$ cat src/rtl/pmp_chk_arb_pkg.sv
// Shared definitions for the sequential PMP checker/arbiter: pmpcfg field layout,
// access kinds, requester ids and FSM states.
package pmp_chk_arb_pkg;

  localparam int unsigned PmpCfgRBit  = 0;
  localparam int unsigned PmpCfgWBit  = 1;
  localparam int unsigned PmpCfgXBit  = 2;
  localparam int unsigned PmpCfgALo   = 3;
  localparam int unsigned PmpCfgAHi   = 4;
  localparam int unsigned PmpCfgLBit  = 7;

  localparam logic [1:0] PmpCfgAOff   = 2'd0;
  localparam logic [1:0] PmpCfgATor   = 2'd1;
  localparam logic [1:0] PmpCfgANa4   = 2'd2;
  localparam logic [1:0] PmpCfgANapot = 2'd3;

  localparam logic [1:0] PrivM = 2'd3;

  typedef enum logic [1:0] {AccX, AccR, AccW} pmp_acc_e;

  typedef enum logic {SrcI = 1'b0, SrcD = 1'b1} src_e;

  typedef enum logic [1:0] {StIdle, StScan, StResp} state_e;

endpackage

$ cat src/rtl/pmp_chk_arb_if.sv
// Request/response bundle between the IF/MEM requesters (master) and the
// shared PMP checker (slave).
interface pmp_chk_arb_if #(
  parameter int unsigned PADDR_LEN = 34
) ();

  logic                 i_req;
  logic [PADDR_LEN-1:0] i_addr;
  logic [1:0]           i_priv;
  logic                 i_ack;

  logic                 d_req;
  logic [PADDR_LEN-1:0] d_addr;
  logic                 d_wr;
  logic [1:0]           d_priv;
  logic                 d_ack;

  logic                 rsp_valid;
  logic                 rsp_src;
  logic                 rsp_fault;
  logic                 rsp_hit;
  logic [3:0]           rsp_idx;

  modport master (
    output i_req, i_addr, i_priv, d_req, d_addr, d_wr, d_priv,
    input  i_ack, d_ack, rsp_valid, rsp_src, rsp_fault, rsp_hit, rsp_idx
  );

  modport slave (
    input  i_req, i_addr, i_priv, d_req, d_addr, d_wr, d_priv,
    output i_ack, d_ack, rsp_valid, rsp_src, rsp_fault, rsp_hit, rsp_idx
  );

endinterface

$ cat src/rtl/pmp_entry_match.sv
// Combinational match of one PMP entry against a word address; instanced once
// and fed the entry selected by the scan index.
module pmp_entry_match import pmp_chk_arb_pkg::*; #(
  parameter int unsigned XLEN = 32
) (
  input  logic [7:0]      cfg,
  input  logic [XLEN-1:0] addr,
  input  logic [XLEN-1:0] prev_addr,
  input  logic [XLEN-1:0] word_addr,
  output logic            match,
  output logic            perm_x,
  output logic            perm_r,
  output logic            perm_w,
  output logic            lock
);

  logic [XLEN-1:0] napot_mask;
  logic            unused_cfg;

  // Trailing ones of addr plus the next bit up form the don't-care range.
  assign napot_mask = addr ^ (addr + XLEN'(1));

  always_comb begin
    match = 1'b0;
    case (cfg[PmpCfgAHi:PmpCfgALo])
      PmpCfgATor:   match = (word_addr >= prev_addr) && (word_addr < addr);
      PmpCfgANa4:   match = (word_addr == addr);
      PmpCfgANapot: match = ((word_addr & ~napot_mask) == (addr & ~napot_mask));
      default:      match = 1'b0;
    endcase
  end

  assign perm_x     = cfg[PmpCfgXBit];
  assign perm_r     = cfg[PmpCfgRBit];
  assign perm_w     = cfg[PmpCfgWBit];
  assign lock       = cfg[PmpCfgLBit];
  assign unused_cfg = ^cfg[6:5];

endmodule

$ cat src/rtl/pmp_chk_arb.sv
// Round-robin arbiter in front of a single PMP match engine that scans entries
// 0..15 one per cycle and returns one allow/fault verdict per granted request.
module pmp_chk_arb import pmp_chk_arb_pkg::*; #(
  parameter int unsigned XLEN      = 32,
  parameter int unsigned PADDR_LEN = 34
) (
  input  logic                clk,
  input  logic                rst,
  input  logic                flush,
  input  logic [7:0]          pmpcfg  [16],
  input  logic [XLEN-1:0]     pmpaddr [16],
  pmp_chk_arb_if.slave        bus
);

  localparam int unsigned WordW = PADDR_LEN - 2;

  state_e          state_q;
  logic [3:0]      idx_q;
  logic [WordW-1:0] waddr_q;
  pmp_acc_e        acc_q;
  logic [1:0]      priv_q;
  src_e            src_q, last_src_q;
  logic            rsp_src_q, rsp_fault_q, rsp_hit_q;
  logic [3:0]      rsp_idx_q;

  logic            grant_i, grant_d;
  logic [7:0]      cur_cfg;
  logic [XLEN-1:0] cur_addr, prev_addr, word_addr;
  logic            match, perm_x, perm_r, perm_w, lock, perm;
  logic            any_on, is_m, hit_fault, miss_fault;
  logic            unused_addr_lsb;

  // On a tie the requester that did not win last time is granted.
  always_comb begin
    grant_i = 1'b0;
    grant_d = 1'b0;
    if (state_q == StIdle && !rst && !flush) begin
      if (bus.i_req && (!bus.d_req || last_src_q == SrcD)) begin
        grant_i = 1'b1;
      end else if (bus.d_req) begin
        grant_d = 1'b1;
      end
    end
  end

  assign cur_cfg   = pmpcfg[idx_q];
  assign cur_addr  = pmpaddr[idx_q];
  assign prev_addr = (idx_q == 4'd0) ? '0 : pmpaddr[idx_q - 4'd1];
  assign word_addr = XLEN'(waddr_q);

  pmp_entry_match #(
    .XLEN(XLEN)
  ) u_match (
    .cfg      (cur_cfg),
    .addr     (cur_addr),
    .prev_addr(prev_addr),
    .word_addr(word_addr),
    .match    (match),
    .perm_x   (perm_x),
    .perm_r   (perm_r),
    .perm_w   (perm_w),
    .lock     (lock)
  );

  always_comb begin
    any_on = 1'b0;
    for (int k = 0; k < 16; k++) begin
      any_on |= (pmpcfg[k][PmpCfgAHi:PmpCfgALo] != PmpCfgAOff);
    end
  end

  always_comb begin
    case (acc_q)
      AccX:    perm = perm_x;
      AccW:    perm = perm_w;
      default: perm = perm_r;
    endcase
  end

  // M-mode bypasses unlocked entries; a miss only faults below M with PMP active.
  assign is_m       = (priv_q == PrivM);
  assign hit_fault  = !(is_m && !lock) && !perm;
  assign miss_fault = !is_m && any_on;

  always_ff @(posedge clk) begin
    if (rst) begin
      state_q     <= StIdle;
      idx_q       <= '0;
      waddr_q     <= '0;
      acc_q       <= AccX;
      priv_q      <= '0;
      src_q       <= SrcI;
      last_src_q  <= SrcD;
      rsp_src_q   <= 1'b0;
      rsp_fault_q <= 1'b0;
      rsp_hit_q   <= 1'b0;
      rsp_idx_q   <= '0;
    end else begin
      unique case (state_q)
        StIdle: begin
          if (grant_i) begin
            waddr_q    <= bus.i_addr[PADDR_LEN-1:2];
            acc_q      <= AccX;
            priv_q     <= bus.i_priv;
            src_q      <= SrcI;
            last_src_q <= SrcI;
            idx_q      <= '0;
            state_q    <= StScan;
          end else if (grant_d) begin
            waddr_q    <= bus.d_addr[PADDR_LEN-1:2];
            acc_q      <= bus.d_wr ? AccW : AccR;
            priv_q     <= bus.d_priv;
            src_q      <= SrcD;
            last_src_q <= SrcD;
            idx_q      <= '0;
            state_q    <= StScan;
          end
        end
        StScan: begin
          if (flush) begin
            state_q <= StIdle;
          end else if (match) begin
            rsp_src_q   <= src_q;
            rsp_hit_q   <= 1'b1;
            rsp_idx_q   <= idx_q;
            rsp_fault_q <= hit_fault;
            state_q     <= StResp;
          end else if (idx_q == 4'd15) begin
            rsp_src_q   <= src_q;
            rsp_hit_q   <= 1'b0;
            rsp_idx_q   <= '0;
            rsp_fault_q <= miss_fault;
            state_q     <= StResp;
          end else begin
            idx_q <= idx_q + 4'd1;
          end
        end
        StResp: state_q <= StIdle;
        default: state_q <= StIdle;
      endcase
    end
  end

  assign bus.i_ack     = grant_i;
  assign bus.d_ack     = grant_d;
  assign bus.rsp_valid = (state_q == StResp) && !flush;
  assign bus.rsp_src   = rsp_src_q;
  assign bus.rsp_fault = rsp_fault_q;
  assign bus.rsp_hit   = rsp_hit_q;
  assign bus.rsp_idx   = rsp_idx_q;

  assign unused_addr_lsb = ^{bus.i_addr[1:0], bus.d_addr[1:0]};

endmodule
$ cat src/flat_wrapper.sv
// flat-port wrapper written by rule: the top's interface ports become plain ports
module pmp_chk_arb_flat import pmp_chk_arb_pkg::*;
#(
  parameter int unsigned XLEN      = 32,
  parameter int unsigned PADDR_LEN = 34
)
  (clk, rst, flush, pmpcfg, pmpaddr, bus_i_req, bus_i_addr, bus_i_priv, bus_d_req, bus_d_addr, bus_d_wr, bus_d_priv, bus_i_ack, bus_d_ack, bus_rsp_valid, bus_rsp_src, bus_rsp_fault, bus_rsp_hit, bus_rsp_idx);
  pmp_chk_arb_if #(.PADDR_LEN(PADDR_LEN)) bus_i ();
  input  logic clk;
  input  logic rst;
  input  logic flush;
  input  logic [7:0] pmpcfg[16];
  input  logic [XLEN-1:0] pmpaddr[16];
  input wire logic [$bits(bus_i.i_req)-1:0] bus_i_req;
  input wire logic [$bits(bus_i.i_addr)-1:0] bus_i_addr;
  input wire logic [$bits(bus_i.i_priv)-1:0] bus_i_priv;
  input wire logic [$bits(bus_i.d_req)-1:0] bus_d_req;
  input wire logic [$bits(bus_i.d_addr)-1:0] bus_d_addr;
  input wire logic [$bits(bus_i.d_wr)-1:0] bus_d_wr;
  input wire logic [$bits(bus_i.d_priv)-1:0] bus_d_priv;
  output wire logic [$bits(bus_i.i_ack)-1:0] bus_i_ack;
  output wire logic [$bits(bus_i.d_ack)-1:0] bus_d_ack;
  output wire logic [$bits(bus_i.rsp_valid)-1:0] bus_rsp_valid;
  output wire logic [$bits(bus_i.rsp_src)-1:0] bus_rsp_src;
  output wire logic [$bits(bus_i.rsp_fault)-1:0] bus_rsp_fault;
  output wire logic [$bits(bus_i.rsp_hit)-1:0] bus_rsp_hit;
  output wire logic [$bits(bus_i.rsp_idx)-1:0] bus_rsp_idx;
  assign bus_i.i_req = bus_i_req;
  assign bus_i.i_addr = bus_i_addr;
  assign bus_i.i_priv = bus_i_priv;
  assign bus_i.d_req = bus_d_req;
  assign bus_i.d_addr = bus_d_addr;
  assign bus_i.d_wr = bus_d_wr;
  assign bus_i.d_priv = bus_d_priv;
  assign bus_i_ack = bus_i.i_ack;
  assign bus_d_ack = bus_i.d_ack;
  assign bus_rsp_valid = bus_i.rsp_valid;
  assign bus_rsp_src = bus_i.rsp_src;
  assign bus_rsp_fault = bus_i.rsp_fault;
  assign bus_rsp_hit = bus_i.rsp_hit;
  assign bus_rsp_idx = bus_i.rsp_idx;
  pmp_chk_arb #(.XLEN(XLEN), .PADDR_LEN(PADDR_LEN)) u_core (.clk(clk), .rst(rst), .flush(flush), .pmpcfg(pmpcfg), .pmpaddr(pmpaddr), .bus(bus_i));
endmodule
$ cat config.mk
export PLATFORM = sky130hd
export DESIGN_NAME = pmp_chk_arb_flat
export DESIGN_NICKNAME = d
export VERILOG_FILES = /design/src/rtl/pmp_chk_arb_pkg.sv /design/src/rtl/pmp_chk_arb_if.sv /design/src/rtl/pmp_entry_match.sv /design/src/rtl/pmp_chk_arb.sv /design/src/flat_wrapper.sv
export SDC_FILE = /design/constraint.sdc
export NUM_CORES = 1
export LEC_CHECK = 0
export CORE_AREA = 2 2 282 284
export DETAILED_ROUTE_END_ITERATION = 10
export DIE_AREA = 0 0 284 286
export PLACE_DENSITY_LB_ADDON = 0.05
export SKIP_CTS_REPAIR_TIMING = 1
export SLEW_MARGIN = 20
export SYNTH_ARGS = -nofsm -noshare
export SYNTH_HDL_FRONTEND = slang
export SYNTH_SLANG_ARGS = --single-unit
$ cat constraint.sdc
create_clock -name clk -period 7.1 [get_ports clk]
set_clock_uncertainty 0.1 [all_clocks]
set_input_delay 1.42 -clock clk [delete_from_list [all_inputs] [get_ports clk]]
set_output_delay 1.42 -clock clk [all_outputs]
set_load 0.005 [all_outputs]
==> results of run 1 <==
## cell type report
class / count / area [um^2] / share of cell area (%)
inverter: 55 / 206.4 / 0.8664
clock buffer: 5 / 125.1 / 0.5251
sequential: 51 / 1036 / 4.348
timing repair buffer: 779 / 7635 / 32.04
antenna: 7 / 17.52 / 0.07351
clock inverter: 3 / 22.52 / 0.09451
multi-input combinational: 1256 / 13470 / 56.54
tap: 1050 / 1314 / 5.513
## worst min-delay path by stage
stage | slack, ns | startpoint | endpoint | cells after the start
detailed placement | 0.37 | u_core.src_q | u_core.bus.rsp_src | 2
CTS | 0.37 | u_core.src_q | u_core.bus.rsp_src | 2
finish | 0.37 | u_core.src_q | u_core.bus.rsp_src | 2
global route | 0.40 | u_core.src_q | u_core.bus.rsp_src | 2
floorplan | 0.34 | u_core.src_q | u_core.bus.rsp_src | 2
global placement | 0.35 | u_core.src_q | u_core.bus.rsp_src | 2
## per-layer routing
layer / up-vias / wire, um
met5: - / 43
met2: 638 / 49850
met4: 6 / 896
met1: 8425 / 36610
li1: 7423 / -
met3: 45 / 5435
## cells in the final DEF (no fill, tap or decap), drive strengths merged, types with 26 or more instances in the layout
master         count
o211ai            36
inv               55
nand3             44
mux2              47
nand2            173
dfxtp             51
ha                98
mux4             260
a21oi             34
nor2              73
clkdlybuf4s50    690
buf               89
a311oi            37
mux2i            136
a22oi             26
## registers in the layout, indices dropped and copies added (netlist names)
register and flops:
u_core.waddr_q 32, u_core.state_q 2, u_core.bus.rsp_hit 1, u_core.bus.rsp_fault 1, u_core.bus.rsp_src 1, u_core.last_src_q 1
u_core.bus.rsp_idx 4, u_core.acc_q 2, u_core.priv_q 2, u_core.src_q 1, u_core.idx_q 4
## worst register-to-register path, cell delays in order (launching register included)
cell and delay (ns):
dfxtp_4 0.79, buf_4 0.51, mux4_2 0.25, mux2i_1 0.09
mux2i_1 0.51, buf_4 0.25, inv_1 0.08, nor2_1 0.17
nand2_1 0.13, nor4_2 0.38, inv_2 0.06, or4_1 0.42
ha_1 0.36, nor4bb_1 0.16, nor4_1 0.34, xor2_1 0.17
nand3_1 0.19, nor4_2 0.45, buf_4 0.18, and4_1 0.21
buf_4 0.16, o31ai_4 0.12, a32o_1 0.28
## synth_stat cells, types with 4 or more instances
library cell	instances
and3_1	14
nand3_1	44
nor3b_1	4
mux2i_1	129
a211oi_1	4
a21oi_1	33
o22ai_1	4
a31oi_1	5
o211ai_1	36
xnor2_1	20
mux4_1	12
xor2_1	18
nor4_1	14
ha_1	98
nor3_1	23
o21a_1	4
nand2_1	173
nor2b_1	11
dfxtp_1	51
a32o_1	5
buf_1	16
mux2i_4	4
nor2_1	73
mux2_2	46
nand2b_1	12
clkbuf_1	45
and4_1	10
a311oi_1	37
or3_1	6
a22oi_1	25
nand4_1	24
o21ai_0	18
o2111ai_1	5
inv_1	50
buf_8	5
buf_2	23
mux4_2	248
buf_6	17
and2_1	9
a2111oi_2	5
nor4b_1	5
buf_4	15
a21o_1	21
## through the flow
| stage | cells | util, % |
|---|---|---|
| 3_5_place_dp | 3191 | 30.18 |
| 6_report | 3206 | 30.41 |
| 5_1_grt | 3206 | 30.41 |
| 4_1_cts | 3199 | 30.37 |
| 2_1_floorplan | 1485 | - |
| 3_3_place_gp | 3191 | 30.17 |
## cell families after synthesis
kind of cell	Yosys count	synth area share [%]
mux	443	50.98
simple gates	441	14.09
compound gates	236	11.90
buf+inv	178	6.292
fa+ha+maj	98	7.957
flops	51	6.625
xor+xnor	38	2.160
## power by group through the flow
stage	clock network [mW]	registers (mW)	logic [mW]
floorplan	0	0.322	0.528
global placement	0	0.350	1.14
detailed placement	0	0.350	1.15
CTS	0.269	0.344	1.16
global route	0.281	0.343	1.24
finish	0.254	0.339	1.15
==> run summary, run 1 <==
Tot Pwr: 1.744 mW
static leakage: 8.245 nW
Worst Path Required: 7.20 ns
number of port buffers: 691
Total Routing Usage GR: 21.92%
H-Tree Depth: 2
gp weighted congestion: 0.8833
worst-path fanout max: 6
worst skew pair latency: 0.30 ns
min-delay worst type: reg -> reg
Max Slew Vio Count: 0
post-DP HPWL: 80560 um
YS warnings: 0
area grow syn2layout: 54.62%
Avg Inst Size Synth: 10.38 um^2
total gr overflow: 0
Initial Util: 19.67%
post-route cell area: 0.02383 mm^2
CTS tree: done
CTS Sinks: 51
remaining antenna violation count: 0
status: finished clean
Post-Synthesis Cell Area: 0.01541 mm^2
endpoints failing setup: 0
synthesized flop and latch total: 51
number of buffers created by CTS: 5
Placement Cell Area: 0.02365 mm^2
DR vias/cell: 5.158
reg2reg start: u_core.idx_q[2]
largest net degree at the start of global routing: 69
number of synthesized flops with an enable pin: 0
Clock transition at path regs: 0.08 ns
Sw Pwr: 0.6310 mW
synthesized instance count: 1485
drt wl/cell: 28.96 um
Setup CP Type: in -> reg
unrepaired setup endpoints after global routing: no
first-pass GRT wire length: 129600 um
critical path launch point type: primary input
top post-synthesis cells by area: mux4_2, mux2i_1, ha_1
core area: 0.07836 mm^2
Cell Int Power: 1.114 mW
fin crit period: 6.782 ns
Tightest Pin Transition: 0.9256 ns
Die Span Y: 286 um
grt met3 use: 4.067%
Most used DFF post-synth: dfxtp_1
Comb pwr share: 66.0%
layout cells sized above 1: 20.24%
# nets final: 2964
Synth top area share: 36.24%
io pins: 728
Levels on crit path: 22
First-pass DRT Iterations: 9
critical path endpoint: u_core.bus.rsp_idx[0]
Flop pwr share: 19.4%
CP bufs+invs: 6
Core Rows: 103
Hold Fails Final Rpt: 0
Cell Chain, Critical Path: clkdlybuf4s50_1 > mux4_2 > mux2i_1 > mux2i_1 > buf_4 > inv_1 > nor2_1 > nand2_1 > nor4_2 > inv_2 > or4_1 > ha_1 > nor4bb_1 > nor4_1 > xor2_1 > nand3_1 > nor4_2 > buf_4 > and4_1 > buf_4 > o31ai_4 > a32o_1
register area share after synthesis: 6.625%
Clock Power Share: 14.6%
Placement Setup Slack: -0.1886 ns
via count: 16540
relative slew slack: 38.07%
Cell variety after synth: 81
CP delay by family, top: simple AND/OR/NAND/NOR gates
Synth area leader: mux4_2
drt first-iter violations: 1001
Crit. Startpoint: pmpaddr[136]
Pwr Density: 73.21 mW/mm^2
CP dominant cell by count: buf_4
Die Area: 0.08122 mm^2
GRT busiest layer: met2
CP arrival: 6.88 ns
Root Driver: clkbuf_16
fillcell total: 8227
setup TNS: 0 ns
CP max stage delay: 0.51 ns
period utilisation layout: 95.52%
final wirelength: 92830 um
Setup WS post-layout: 0.3177 ns
Die W: 284 um
VDD IR max: 78.70 uV
Async SR Flop Fraction: 0%
hold slack: 0.3671 ns
Worst setup EP type: flip-flop
CTS Buffer Depth: 2
max cap viols: 0
syn_nets: 2301
Reg-to-Reg End: u_core.bus.rsp_idx[0]
Net Sw Frac: 36.17%
DR DRC count: 0
initial antenna violation count: 14
flop2flop setup slack: 0.62 ns
met2 usage: 41.94%
Crit-path slowest cell: mux2i_1
vias in the first global route: 17690
R2R depth: 22
highest clock rate: 147.4 MHz
routing usage on met1: 26.07%
No activity file was read; power rests on OpenSTA's default activity.
==> inputs of run 2 (changes only) <==
--- a/config.mk
+++ b/config.mk
@@ -5,12 +5,14 @@
 export SDC_FILE = /design/constraint.sdc
 export NUM_CORES = 1
 export LEC_CHECK = 0
-export CORE_AREA = 2 2 282 284
+export CAP_MARGIN = 20
+export CORE_AREA = 2 2 280 282
 export DETAILED_ROUTE_END_ITERATION = 10
-export DIE_AREA = 0 0 284 286
+export DIE_AREA = 0 0 282 284
 export PLACE_DENSITY_LB_ADDON = 0.05
 export SKIP_CTS_REPAIR_TIMING = 1
 export SLEW_MARGIN = 20
 export SYNTH_ARGS = -nofsm -noshare
 export SYNTH_HDL_FRONTEND = slang
+export SYNTH_HIERARCHICAL = 1
 export SYNTH_SLANG_ARGS = --single-unit
==> run summary, run 2 <==
Largest register FFs: 32 (unchanged)
relative slew slack: 49.37% (was 38.07%)
number of buffers created by CTS: 5 (unchanged)
flop2flop setup slack: 0.94 ns (was 0.62 ns)
Placement Cell Area: 0.02203 mm^2 (was 0.02365 mm^2)
Total Routing Usage GR: 20.12% (was 21.92%)
Finished Core Util: 29.07% (was 30.41%)
syn_nets: 1975 (was 2301)
most common cell after layout, fill and taps aside: clkdlybuf4s50_1 (unchanged)
gp weighted congestion: 0.8749 (was 0.8833)
Setup CP Type: in -> reg (unchanged)
period utilisation layout: 95.95% (was 95.52%)
Die Area: 0.08009 mm^2 (was 0.08122 mm^2)
Tightest Pin Transition: 0.7526 ns (was 0.9256 ns)
max cap viols: 0 (unchanged)
CP arrival: 6.92 ns (was 6.88 ns)
DR DRC count: 0 (unchanged)
Die W: 282 um (was 284 um)
CTS Buffer Depth: 2 (unchanged)
drt wl/cell: 28.64 um (was 28.96 um)
via count: 13640 (was 16540)
Pwr Density: 72.82 mW/mm^2 (was 73.21 mW/mm^2)
post-DP HPWL: 72280 um (was 80560 um)
Hold Fails Final Rpt: 0 (unchanged)
Die Span Y: 284 um (was 286 um)
Initial Util: 17.95% (was 19.67%)
drt first-iter violations: 615 (was 1001)
static leakage: 7.459 nW (was 8.245 nW)
min-delay worst type: reg -> reg (unchanged)
post-route cell area: 0.02237 mm^2 (was 0.02383 mm^2)
Cell Chain, Critical Path: clkdlybuf4s50_1 > mux4_2 > mux4_2 > and4_4 > nand4_4 > nor4_4 > nand4_2 > nor3_4 > nand4_4 > nor3_4 > buf_4 > nand3_1 > ha_1 > xor2_1 > nand2_1 > xor2_1 > nand4_1 > nor4_2 > nand4_1 > a31o_2 > a21oi_4 > a31oi_2 > nand2b_4 > a221oi_1 (was clkdlybuf4s50_1 > mux4_2 > mux2i_1 > mux2i_1 > buf_4 > inv_1 > nor2_1 > nand2_1 > nor4_2 > inv_2 > or4_1 > ha_1 > nor4bb_1 > nor4_1 > xor2_1 > nand3_1 > nor4_2 > buf_4 > and4_1 > buf_4 > o31ai_4 > a32o_1)
CP max stage delay: 0.48 ns (was 0.51 ns)
DR vias/cell: 4.743 (was 5.158)
io pins: 728 (unchanged)
worst-path fanout max: 9 (was 6)
number of port buffers: 691 (unchanged)
Max Slew Vio Count: 0 (unchanged)
Worst setup EP type: flip-flop (unchanged)
most frequent cells in the layout: clkdlybuf4s50_1, mux4_2, mux2i_1 (was clkdlybuf4s50_1, mux4_2, nand2_1)
Crit-path slowest cell: clkdlybuf4s50_1 (was mux2i_1)
Clock Power Share: 16.5% (was 14.6%)
First-pass DRT Iterations: 5 (was 9)
setup TNS: 0 ns (unchanged)
initial antenna violation count: 54 (was 14)
largest net degree at the start of global routing: 63 (was 69)
fillcell total: 7889 (was 8227)
critical path launch point type: primary input (unchanged)
area grow syn2layout: 61.94% (was 54.62%)
H-Tree Depth: 2 (unchanged)
Reg area: 0.001032 mm^2 (was 0.001036 mm^2)
fin crit period: 6.813 ns (was 6.782 ns)
VDD IR max: 83.66 uV (was 78.70 uV)
layout cells sized above 1: 22.98% (was 20.24%)
Avg Inst Size Synth: 11.91 um^2 (was 10.38 um^2)
Worst Path Required: 7.21 ns (was 7.20 ns)
YS warnings: 6 (was 0)
Sw Pwr: 0.5351 mW (was 0.6310 mW)
highest clock rate: 146.8 MHz (was 147.4 MHz)
total gr overflow: 0 (unchanged)
worst skew pair latency: 0.30 ns (about the same)
final wirelength: 82360 um (was 92830 um)
CTS tree: done (unchanged)
Net Sw Frac: 32.85% (was 36.17%)
multi-input logic area: 0.01204 mm^2 (was 0.01347 mm^2)
core area: 0.07696 mm^2 (was 0.07836 mm^2)
Core Rows: 102 (was 103)
CTS Sinks: 51 (unchanged)
Flop pwr share: 20.4% (was 19.4%)
Root Driver: clkbuf_16 (unchanged)
# nets final: 2620 (was 2964)
Largest Register: u_core/waddr_q (was u_core.waddr_q)
Comb pwr share: 63.1% (was 66.0%)
remaining antenna violation count: 0 (unchanged)
vias in the first global route: 14850 (was 17690)
hold slack: 0.3660 ns (was 0.3671 ns)
Cell Int Power: 1.094 mW (was 1.114 mW)
synthesized instance count: 1160 (was 1485)
endpoints failing setup: 0 (unchanged)
Post-Synthesis Cell Area: 0.01381 mm^2 (was 0.01541 mm^2)
status: finished clean (unchanged)
Clock transition at path regs: 0.07 ns (was 0.08 ns)
first-pass GRT wire length: 113500 um (was 129600 um)
unrepaired setup endpoints after global routing: no (unchanged)
==> run 2: per-stage QoR <==
step           power [mW]  setup WS, ns  std cells
4_1_cts             1.649       0.07305       2843
6_report            1.629        0.2874       2876
3_5_place_dp        1.368       -0.2403       2835
5_1_grt             1.736       0.01561       2872
3_3_place_gp        1.355       -0.2127       2835
2_1_floorplan      0.7763         1.214       1160
==> run 2: power by group through the flow <==
stage / registers, mW / logic, mW / clock network [mW]
floorplan: 0.319 / 0.458 / 0
global placement: 0.339 / 1.02 / 0
detailed placement: 0.339 / 1.03 / 0
finish: 0.332 / 1.03 / 0.269
CTS: 0.332 / 1.03 / 0.282
global route: 0.335 / 1.11 / 0.291
==> run 2: cell type report <==
class / instances / share of cell area, %
diodes: 30 / 0.3356
clock buffers: 7 / 0.6879
clock inverters: 1 / 0.03356
inverters: 80 / 1.348
multi-input cells: 919 / 53.81
flip-flops and latches: 51 / 4.614
well taps: 1040 / 5.817
repair buffers: 748 / 33.36
==> run 2: critical path: cells and delay by family <==
family          cells  cell delay [ns]
simple gates       13             2.68
compound gates      4             0.89
buf+inv             2             0.65
mux                 2             0.63
xor+xnor            2             0.35
fa+ha+maj           1             0.29
==> run 2: final timing paths <==
check        depth (start not counted)       startpoint                    to
min reg2reg                          1     u_core/src_q          u_core/src_q
min                                  1     u_core/src_q          u_core/src_q
max                                 24     pmpaddr[386]  u_core/bus.rsp_fault
max reg2reg                         24  u_core/idx_q[0]  u_core/bus.rsp_fault
==> run 2: metal layers <==
layer | GRT usage (%) | vias to the layer above | share of wire [%]
met5 | 0.5495 | - | 0.40
met4 | 5.931 | 42 | 1.7
met3 | 5.673 | 91 | 7.0
met2 | 33.50 | 474 | 49
met1 | 25.09 | 6880 | 41
li1 | - | 6154 | -
